<file path="src/rtl/litepcie_us_rc_pkg.sv">
// -----------------------------------------------------------------------------
// litepcie_us_rc_pkg
// Shared definitions for the UltraScale RC completion adapter:
//   - fmt/type codes for the four completion flavours
//   - bit offsets of the fields in the Xilinx RC descriptor (first beat)
//   - helpers that rebuild a legacy 4DW completion header from a descriptor
// -----------------------------------------------------------------------------
package litepcie_us_rc_pkg;

    // {fmt[2:0], type[4:0]} of the rebuilt completion header
    typedef enum logic [7:0] {
        FT_CPL    = 8'h0A,
        FT_CPLD   = 8'h4A,
        FT_CPLLK  = 8'h0B,
        FT_CPLDLK = 8'h4B
    } cpl_fmt_type_e;

    // RC descriptor field positions
    localparam int RC_LOWADDR_LSB = 0;
    localparam int RC_LOWADDR_W   = 7;
    localparam int RC_BYTECNT_LSB = 16;
    localparam int RC_BYTECNT_W   = 12;
    localparam int RC_LOCKED_BIT  = 29;
    localparam int RC_DWLEN_LSB   = 32;
    localparam int RC_DWLEN_W     = 10;
    localparam int RC_STATUS_LSB  = 43;
    localparam int RC_STATUS_W    = 3;
    localparam int RC_POISON_BIT  = 46;
    localparam int RC_REQID_LSB   = 48;
    localparam int RC_TAG_LSB     = 64;
    localparam int RC_CPLID_LSB   = 72;
    localparam int RC_TC_LSB      = 89;
    localparam int RC_ATTR_LSB    = 92;

    // Output sideband and the header span the SOP keep always covers
    localparam int OUT_USER_WIDTH = 85;
    localparam int HDR_WIDTH      = 128;
    localparam int SOP_KEEP_BYTES = 12;

    function automatic cpl_fmt_type_e cpl_fmt_type(input logic locked,
                                                   input logic no_data);
        cpl_fmt_type_e ft;
        if (locked) begin
            if (no_data) ft = FT_CPLLK;
            else         ft = FT_CPLDLK;
        end else begin
            if (no_data) ft = FT_CPL;
            else         ft = FT_CPLD;
        end
        return ft;
    endfunction

    // Rebuild DW0..DW2 of a completion header; DW3 is passed through.
    function automatic logic [HDR_WIDTH-1:0] build_cpl_hdr(input logic [HDR_WIDTH-1:0] d);
        logic [HDR_WIDTH-1:0] h;
        logic [7:0]           ft;
        ft = cpl_fmt_type(d[RC_LOCKED_BIT],
                          d[RC_BYTECNT_LSB +: RC_BYTECNT_W] == '0);
        h = d;
        // DW0: fmt/type, tc, td/ep forced to 0, attr, length
        h[31:0]  = {ft, 1'b0, d[RC_TC_LSB +: 3], 4'b0000, 2'b00,
                    d[RC_ATTR_LSB +: 2], 2'b00, d[RC_DWLEN_LSB +: RC_DWLEN_W]};
        // DW1: completer id, status, bcm=0, byte count
        h[63:32] = {d[RC_CPLID_LSB +: 16], d[RC_STATUS_LSB +: RC_STATUS_W], 1'b0,
                    d[RC_BYTECNT_LSB +: RC_BYTECNT_W]};
        // DW2: requester id, tag, lower address
        h[95:64] = {d[RC_REQID_LSB +: 16], d[RC_TAG_LSB +: 8], 1'b0,
                    d[RC_LOWADDR_LSB +: RC_LOWADDR_W]};
        return h;
    endfunction

endpackage

</file>
<file path="src/rtl/m_axis_rc_adapt_pipe_skid.sv">
// -----------------------------------------------------------------------------
// axis_skid2
// Two-entry (main + skid) AXI-stream register slice. Every output, including
// in_ready, comes straight from a flop.
//   clk, reset         : clock, synchronous active-high reset
//   in_data/valid/ready: upstream side, in_ready = skid entry empty
//   out_data/valid/ready: downstream side, driven from the main entry
// -----------------------------------------------------------------------------
module axis_skid2 #(
    parameter int WIDTH = 8
) (
    input  logic             clk,
    input  logic             reset,
    input  logic [WIDTH-1:0] in_data,
    input  logic             in_valid,
    output logic             in_ready,
    output logic [WIDTH-1:0] out_data,
    output logic             out_valid,
    input  logic             out_ready
);

    logic [WIDTH-1:0] skid_data;
    logic             skid_valid;

    logic [WIDTH-1:0] main_data_d;
    logic             main_valid_d;
    logic [WIDTH-1:0] skid_data_d;
    logic             skid_valid_d;
    logic             push;
    logic             pop;

    assign push = in_valid && in_ready;
    assign pop  = out_valid && out_ready;

    always_comb begin
        main_data_d  = out_data;
        main_valid_d = out_valid;
        skid_data_d  = skid_data;
        skid_valid_d = skid_valid;
        if (!out_valid || pop) begin
            // Main is free this cycle: refill from skid first to keep order.
            // in_ready is low whenever skid is occupied, so push cannot
            // coincide with the skid-to-main move.
            if (skid_valid) begin
                main_data_d  = skid_data;
                main_valid_d = 1'b1;
                skid_valid_d = 1'b0;
            end else if (push) begin
                main_data_d  = in_data;
                main_valid_d = 1'b1;
            end else begin
                main_valid_d = 1'b0;
            end
        end else if (push) begin
            skid_data_d  = in_data;
            skid_valid_d = 1'b1;
        end
    end

    always_ff @(posedge clk) begin
        if (reset) begin
            out_data   <= '0;
            out_valid  <= 1'b0;
            skid_data  <= '0;
            skid_valid <= 1'b0;
            in_ready   <= 1'b0;
        end else begin
            out_data   <= main_data_d;
            out_valid  <= main_valid_d;
            skid_data  <= skid_data_d;
            skid_valid <= skid_valid_d;
            in_ready   <= !skid_valid_d;
        end
    end

endmodule

</file>
<file path="src/rtl/m_axis_rc_adapt_pipe.sv">
// -----------------------------------------------------------------------------
// m_axis_rc_adapt_pipe
// Converts UltraScale RC completion beats into LitePCIe legacy-TLP beats,
// registered through a two-entry skid buffer.
//   user_clk, user_reset        : clock, synchronous active-high reset
//   m_axis_rc_*_a               : RC input stream (tkeep_a is ignored)
//   m_axis_rc_t*                : TLP output stream, tuser = {.., err_fwd, ecrc_err}
//   cpl_count                   : completions closed at the input (wraps)
//   cpl_err_pulse               : closed completion was poisoned/discontinued
// -----------------------------------------------------------------------------
module m_axis_rc_adapt_pipe
    import litepcie_us_rc_pkg::*;
#(
    parameter int DATA_WIDTH   = 256,
    parameter int KEEP_WIDTH   = DATA_WIDTH/8,
    parameter int USER_WIDTH_A = 75,
    parameter int DISC_BIT     = 42,
    parameter int BE_LSB       = 0
) (
    input  logic                      user_clk,
    input  logic                      user_reset,
    input  logic [DATA_WIDTH-1:0]     m_axis_rc_tdata_a,
    input  logic [DATA_WIDTH/32-1:0]  m_axis_rc_tkeep_a,
    input  logic                      m_axis_rc_tlast_a,
    input  logic [USER_WIDTH_A-1:0]   m_axis_rc_tuser_a,
    input  logic                      m_axis_rc_tvalid_a,
    output logic                      m_axis_rc_tready_a,
    output logic [DATA_WIDTH-1:0]     m_axis_rc_tdata,
    output logic [KEEP_WIDTH-1:0]     m_axis_rc_tkeep,
    output logic                      m_axis_rc_tlast,
    output logic [OUT_USER_WIDTH-1:0] m_axis_rc_tuser,
    output logic                      m_axis_rc_tvalid,
    input  logic                      m_axis_rc_tready,
    output logic [31:0]               cpl_count,
    output logic                      cpl_err_pulse
);

    generate
        if (!(DATA_WIDTH == 128 || DATA_WIDTH == 256 || DATA_WIDTH == 512)) begin : g_bad_width
            $error("m_axis_rc_adapt_pipe: DATA_WIDTH must be 128, 256 or 512");
        end
        if (BE_LSB + KEEP_WIDTH > USER_WIDTH_A || DISC_BIT >= USER_WIDTH_A) begin : g_bad_user
            $error("m_axis_rc_adapt_pipe: tuser fields fall outside USER_WIDTH_A");
        end
    endgenerate

    localparam int PAY_W = DATA_WIDTH + KEEP_WIDTH + 1 + OUT_USER_WIDTH;

    logic [1:0]                cnt;
    logic                      poison_q;
    logic                      err_sticky;
    logic                      hs_in;
    logic                      sop;
    logic                      poison_in;
    logic                      disc_in;
    logic                      err_fwd;
    logic                      err_now;
    logic [DATA_WIDTH-1:0]     conv_data;
    logic [KEEP_WIDTH-1:0]     conv_keep;
    logic [OUT_USER_WIDTH-1:0] conv_user;
    logic [PAY_W-1:0]          skid_in;
    logic [PAY_W-1:0]          skid_out;
    logic                      unused_in;

    // tkeep_a and the remaining tuser_a bits carry nothing we need
    assign unused_in = ^{m_axis_rc_tkeep_a, m_axis_rc_tuser_a};

    assign hs_in     = m_axis_rc_tvalid_a && m_axis_rc_tready_a;
    assign sop       = (cnt == 2'd0);
    assign poison_in = m_axis_rc_tdata_a[RC_POISON_BIT];
    assign disc_in   = m_axis_rc_tuser_a[DISC_BIT];
    // Poison only exists in the descriptor; bit 46 of later beats is payload.
    assign err_fwd   = sop ? poison_in : poison_q;
    assign err_now   = err_sticky | disc_in | (sop & poison_in);

    always_comb begin
        conv_data = m_axis_rc_tdata_a;
        conv_keep = m_axis_rc_tuser_a[BE_LSB +: KEEP_WIDTH];
        if (sop) begin
            conv_data[HDR_WIDTH-1:0]      = build_cpl_hdr(m_axis_rc_tdata_a[HDR_WIDTH-1:0]);
            conv_keep[SOP_KEEP_BYTES-1:0] = '1;
        end
    end

    assign conv_user = {{(OUT_USER_WIDTH-2){1'b0}}, err_fwd, disc_in};
    assign skid_in   = {conv_data, conv_keep, m_axis_rc_tlast_a, conv_user};

    always_ff @(posedge user_clk) begin
        if (user_reset) begin
            cnt           <= 2'd0;
            poison_q      <= 1'b0;
            err_sticky    <= 1'b0;
            cpl_count     <= 32'd0;
            cpl_err_pulse <= 1'b0;
        end else begin
            cpl_err_pulse <= 1'b0;
            if (hs_in) begin
                if (sop) begin
                    poison_q <= poison_in;
                end
                if (m_axis_rc_tlast_a) begin
                    cnt           <= 2'd0;
                    err_sticky    <= 1'b0;
                    cpl_count     <= cpl_count + 32'd1;
                    cpl_err_pulse <= err_now;
                end else begin
                    err_sticky <= err_now;
                    if (cnt != 2'd2) begin
                        cnt <= cnt + 2'd1;
                    end
                end
            end
        end
    end

    axis_skid2 #(
        .WIDTH (PAY_W)
    ) u_skid (
        .clk       (user_clk),
        .reset     (user_reset),
        .in_data   (skid_in),
        .in_valid  (m_axis_rc_tvalid_a),
        .in_ready  (m_axis_rc_tready_a),
        .out_data  (skid_out),
        .out_valid (m_axis_rc_tvalid),
        .out_ready (m_axis_rc_tready)
    );

    assign {m_axis_rc_tdata, m_axis_rc_tkeep, m_axis_rc_tlast, m_axis_rc_tuser} = skid_out;

endmodule
</file>
<file path="config.mk">
export PLATFORM = sky130hd
export DESIGN_NAME = m_axis_rc_adapt_pipe
export DESIGN_NICKNAME = d
export VERILOG_FILES = /design/src/rtl/litepcie_us_rc_pkg.sv /design/src/rtl/m_axis_rc_adapt_pipe_skid.sv /design/src/rtl/m_axis_rc_adapt_pipe.sv
export SDC_FILE = /design/constraint.sdc
export NUM_CORES = 1
export LEC_CHECK = 0
export ABC_AREA = 1
export ABC_CLOCK_PERIOD_IN_PS = 2200
export BUFFER_PORTS_ARGS = -buffer_cell sky130_fd_sc_hd__buf_2
export CAP_MARGIN = 5
export CORE_MARGIN = 2
export CORE_UTILIZATION = 45
export CTS_CLUSTER_DIAMETER = 50
export DETAILED_ROUTE_END_ITERATION = 10
export PLACE_DENSITY_LB_ADDON = 0.1
export SLEW_MARGIN = 20
export SYNTH_ARGS = -nofsm -noshare
export SYNTH_HDL_FRONTEND = slang
export SYNTH_HIERARCHICAL = 1
export SYNTH_SLANG_ARGS = --single-unit
</file>
<file path="constraint.sdc">
create_clock -name user_clk -period 2.2 [get_ports user_clk]
set_input_delay 0.22 -clock user_clk [delete_from_list [all_inputs] [get_ports user_clk]]
set_output_delay 0.22 -clock user_clk [all_outputs]
set_load 0.02 [all_outputs]
</file>
Yosys cells after proc, flatten, opt, wreduce, memory -nomap -nowiden
Cells that the tools add are included.
W data, S select, Z words.

word-level totals
  register bits after elaboration = 705
  input bits = 344
  output and inout bits = 409
  word-level logic and storage cells = 48

operators by class
  $add $sub $neg = 2
  eq/ne operators = 1
  mux-type cells = 15
  bitwise operators = 6
  reduce and logical (&&, ||, !) cells = 14

operators by type and width
  operator                 count
  $mux W374                2
  $mux W96                 1
  $add A32 B1 Y32 const B  1
  $mux W7                  2
  $logic_not A12 Y1        1
  $mux W12                 1
  $mux W8                  1
  $reduce_and A2 Y1        4
  $mux W1                  6
  $mux W2                  2
  $reduce_bool A2 Y1       2
  $not A1 Y1               3
  $reduce_or A3 Y1         1
  $add A2 B1 Y2 const B    1
  $logic_and A1 B1 Y1      2
  $logic_not A1 Y1         2
  $logic_not A2 Y1         1
  $ne A2 B2 Y1 const B     1
  $or A1 B1 Y1             2
  $and A1 B1 Y1            1
  $logic_or A1 B1 Y1       1

Logic depth before layout (Yosys ltp)
  depth in word-level cells = 6
  mapped depth = 12
  mapped depth without buffers = 10

By module
Netlist, hierarchy kept.

modules (own cells, without submodules)
  module                times used  cells an instance  area an instance (µm²)  sequential area each (µm²)
  axis_skid2            1           5582               34189.0                 15034.4
  m_axis_rc_adapt_pipe  1           597                3241.9                  740.7

Worst setup path after synthesis
No wires, ideal clock.

  path type = reg2reg
  start point = reg cnt[0]
  end point = reg u_skid.out_data[199]
  library setup time = 0.064 ns
  arrival time = 1.637 ns
  required time = 2.136 ns
  slack = 0.499 ns
  cell stages (with the launch flop) = 13
  buffers on the path = 3
  clock period less this slack = 1.701 ns
  cells stage by stage = dfxtp_1 > inv_1 > ha_1 > buf_2 > inv_1 > buf_2 > clkbuf_1 > nand2_1 > o21ai_0 > inv_1 > o21ai_0 > nor2_1 > nor2_1

between the ends
  longest elaborated chain between the ends = 4

ends and longest elaborated chain
  what                    line                             text
  from (decl)             m_axis_rc_adapt_pipe.sv:49       logic [1:0] cnt;
  from (signal assigned)  m_axis_rc_adapt_pipe.sv:109      cnt <= cnt + 2'd1;
  $logic_not A2 Y1        m_axis_rc_adapt_pipe.sv:69       assign sop = (cnt == 2'd0);
  $mux W96                m_axis_rc_adapt_pipe.sv:79       if (sop) begin
  net conv_data[81]       m_axis_rc_adapt_pipe.sv:58       logic [DATA_WIDTH-1:0] conv_data;
  $mux W374               m_axis_rc_adapt_pipe_skid.sv:48  end else if (push) begin
  $mux W374               m_axis_rc_adapt_pipe_skid.sv:44  if (skid_valid) begin
  to (signal assigned)    m_axis_rc_adapt_pipe_skid.sv:68  out_data <= main_data_d;
  to (decl)               m_axis_rc_adapt_pipe_skid.sv:17  output logic [WIDTH-1:0] out_data,

The timed path passes the listed nets, and every way through them passes these cells. The select of a mux whose other input is x is not followed.
A chain may end at the register's enable or synchronous reset.

Final worst setup path
  start point = reg cnt[1]
  end point = reg u_skid.out_data[165]

The elaborated chain is that of the path after synthesis.

==> flow_summary.toml <==
[run_status]
status = "finished, final reports clean"

[sta]
fin_skew_ns = 0.0277
maxSlewHeadroom_pct = 56.1
clock.fmax_ghz = 0.501
rsz0062_at_grt = "false"
setup_viol = 0
min_period_ns = 1.99
fin_crit_sh_pct = 90.7
setup_tns_ns = 0
tightestPinTransition_ns = 0.658
hold_viol = 0
maxSlewViolCount = 0
hold_slack_ns = 0.0472

[critical_path]
slowest_delay_ns = 0.56
crit_fanout = 17
critical-path-top-delay-family = "buffers and inverters"
crit_path_cell_trace = "inv_1, ha_4, inv_4, buf_12, nand2_1, o21ai_0, dlygate4sd3_1, inv_1, o21ai_0, nor2_1, nor2_1"
critPathBufInv = 5
cp-start-kind = "flip-flop"
path_class = "reg -> reg"
critical-path-slowest-cell = "dlygate4sd3_1"
cp-end-kind = "flip-flop"
worstPathArrival_ns = 2.58
worstPathRequired_ns = 2.78

[clocking]
cts.sinks = 788
cts_htree_levels = 3
clk_path_buf_depth = 3
clk_latency_ns = 0.66
clk_pin_slew_ns = 0.06
cts-buffers-inserted = 107
cts_tree = "yes"
cts-root-buf = "clkbuf_16"

[die]
die_y_um = 292
ioPinCount = 753
rows = 105
start_util_pct = 45.5
die_area_um2 = 85500
die_w_um = 292
core-area_um2 = 82200

[synthesis]
synth_seq_area_share_pct = 42.1
synth.ff_latch_count = 788
syn_area_um2 = 37400
yosys_warnings = 6
syn_inst = 6179
yosysUniqueCellTypes = 33
postSynthAreaPerCell_um2 = 6.06

[routing]
drtAntennaViolNets = 0
firstDrtPassIters = 7
drcViolationCount = 0
wl_per_cell_um = 13.4
avgViaCountPerCell = 4.51
drtIter0Drc = 1982
routed_wl_mm = 110
routed-via-count = 37000

[power]
power_density_nw_per_um2 = 819
switchingPower_mw = 10.5
peakVddDrop_v = 0.000675
switching_share_pct = 26.5
p_leak_nw = 24.4
cellInternalPower_mw = 29.1
pwr-share-clk_pct = 48.7
pwr-share-seq_pct = 38.7
combPwrFrac_pct = 12.6

[run]
cap_violations = 0

[grt]
grt_pass1_vias = 33300
grt_max_degree = 158
grt_use_total_pct = 24.8
overflow = 0
grt_pass1_wl_mm = 173
antenna_found_initial = 20

[layout]
fin_area_um2 = 48300
drive_gt1_share_pct = 14.7
area_delta_synth_final_pct = 29.1
fin_cells = 8202
nNetsFinal = 7380
final_util_pct = 58.8

[place]
place_inst = 7783
dpl_cell_area_um2 = 42100
place_congestion = 0.875
io_buffers = 702
hpwlAfterDp_mm = 75.7

[min_path]
hold_class = "in -> reg"
-- path summary, 6_finish.rpt --
kind,start,endpoint,slack [ns],cells after the start
setup / recovery,cnt[1],u_skid/out_data[165],0.21,11
hold / removal,m_axis_rc_tdata_a[45],u_skid/skid_data[163],0.05,7
setup reg to reg,cnt[1],u_skid/out_data[165],0.21,11
hold reg to reg,cpl_count[9],cpl_count[9],0.47,2
-- synth_stat cells --
master,number,area (um^2)
nand2_4,1,11.3
nand2_1,2068,7760
nor2_4,7,78.8
and2_1,1,6.26
buf_4,44,330
or2_2,12,75.1
nor3_2,1,10.0
nor3b_1,1,7.51
buf_1,17,63.8
o21a_1,2,15.0
nor3_1,8,40.0
a211oi_1,1,7.51
a21oi_1,17,85.1
inv_1,837,3140
o21ai_1,4,20.0
nand4_1,8,50.1
a31oi_1,1,6.26
inv_2,6,22.5
nand3_1,18,90.1
buf_6,29,327
nor2_2,8,50.1
nor2_1,1573,5900
xor2_1,2,17.5
dfxtp_1,788,15800
and3_1,1,6.26
nand2_2,3,18.8
nand3_2,6,60.1
o21ai_0,445,2230
clkinv_1,1,3.75
clkbuf_1,120,450
buf_2,145,726
conb_1,1,3.75
ha_1,3,37.5
-- layout make-up --
class                   instances  area (um^2)
multi-input cells            4274        16900
diodes                         11         27.5
well taps                    1070         1340
clock inverters                65         1070
flip-flops and latches        788        15800
inverters                     844         3180
repair buffers               1018         7050
fillers                      8025        33900
clock buffers                 132         2960
-- through the flow --
step / setup slack [ns] / power (mW)
6_report: 0.205 / 39.6
2_1_floorplan: 0.499 / 18.6
5_1_grt: 0.0196 / 41.3
3_3_place_gp: 0.362 / 20.2
4_1_cts: 0.122 / 40.0
3_5_place_dp: 0.319 / 20.3
-- worst register-to-register path, stage by stage, from the launching register on --
cell and delay, ns:
dfxtp_1 0.35, inv_1 0.08, ha_4 0.20, inv_4 0.11, buf_12 0.16, nand2_1 0.07
o21ai_0 0.06, dlygate4sd3_1 0.56, inv_1 0.05, o21ai_0 0.14, nor2_1 0.06, nor2_1 0.09
-- state kept, by name, summed over array words and instances, names as in the netlist --
signal	cells
u_skid/out_data	374
u_skid/skid_data	374
cpl_count	32
cnt	2
cpl_err_pulse	1
err_sticky	1
poison_q	1
u_skid/in_ready	1
u_skid/out_valid	1
u_skid/skid_valid	1
-- cells in the final DEF (no fill, tap or decap), drive strengths merged, types with 23 or more instances in the layout --
| cell | count |
|---|---|
| clkinv | 25 |
| clkbuf | 133 |
| nor2 | 1588 |
| buf | 807 |
| bufinv | 23 |
| nand2 | 2072 |
| nand3 | 24 |
| conb | 83 |
| o21ai | 449 |
| dlygate4sd3 | 210 |
| inv | 852 |
| dfxtp | 788 |
-- cells by family after synthesis --
family,Yosys count,synth area share [%]
simple gates,3716,37.9
buf+inv,1199,13.5
flops,788,42.1
compound gates,470,6.31
fa+ha+maj,3,0.100
xor+xnor,2,0.0468
other cells,1,0.0100
-- timing repair --
item                                    4_1_cts  5_1_grt
endpoints found under the setup margin        0        2
hold buffers                                210        0
hold endpoints to repair                    374        0
resized for setup                             0        3
setup buffers                                 0        0
-- power groups by stage --
stage	clock network [mW]	logic (mW)	registers, mW
2_1_floorplan	0	2.39	16.2
3_3_place_gp	0	4.62	15.6
3_5_place_dp	0	4.65	15.6
4_1_cts	19.7	4.99	15.3
5_1_grt	20.3	5.59	15.4
6_report	19.3	4.99	15.3
-- per-layer routing --
metal / wire length (um) / track usage (%) / share of wire (%) / vias up
met2: 50300 / 40.8 / 46 / 886
li1: - / - / - / 19700
met3: 7710 / 6.25 / 7.0 / 266
met1: 46700 / 30.4 / 42 / 16100
met4: 5240 / 11.8 / 4.8 / 20
met5: 113 / 0 / 0.10 / -
(Power assumes the default switching activity.)
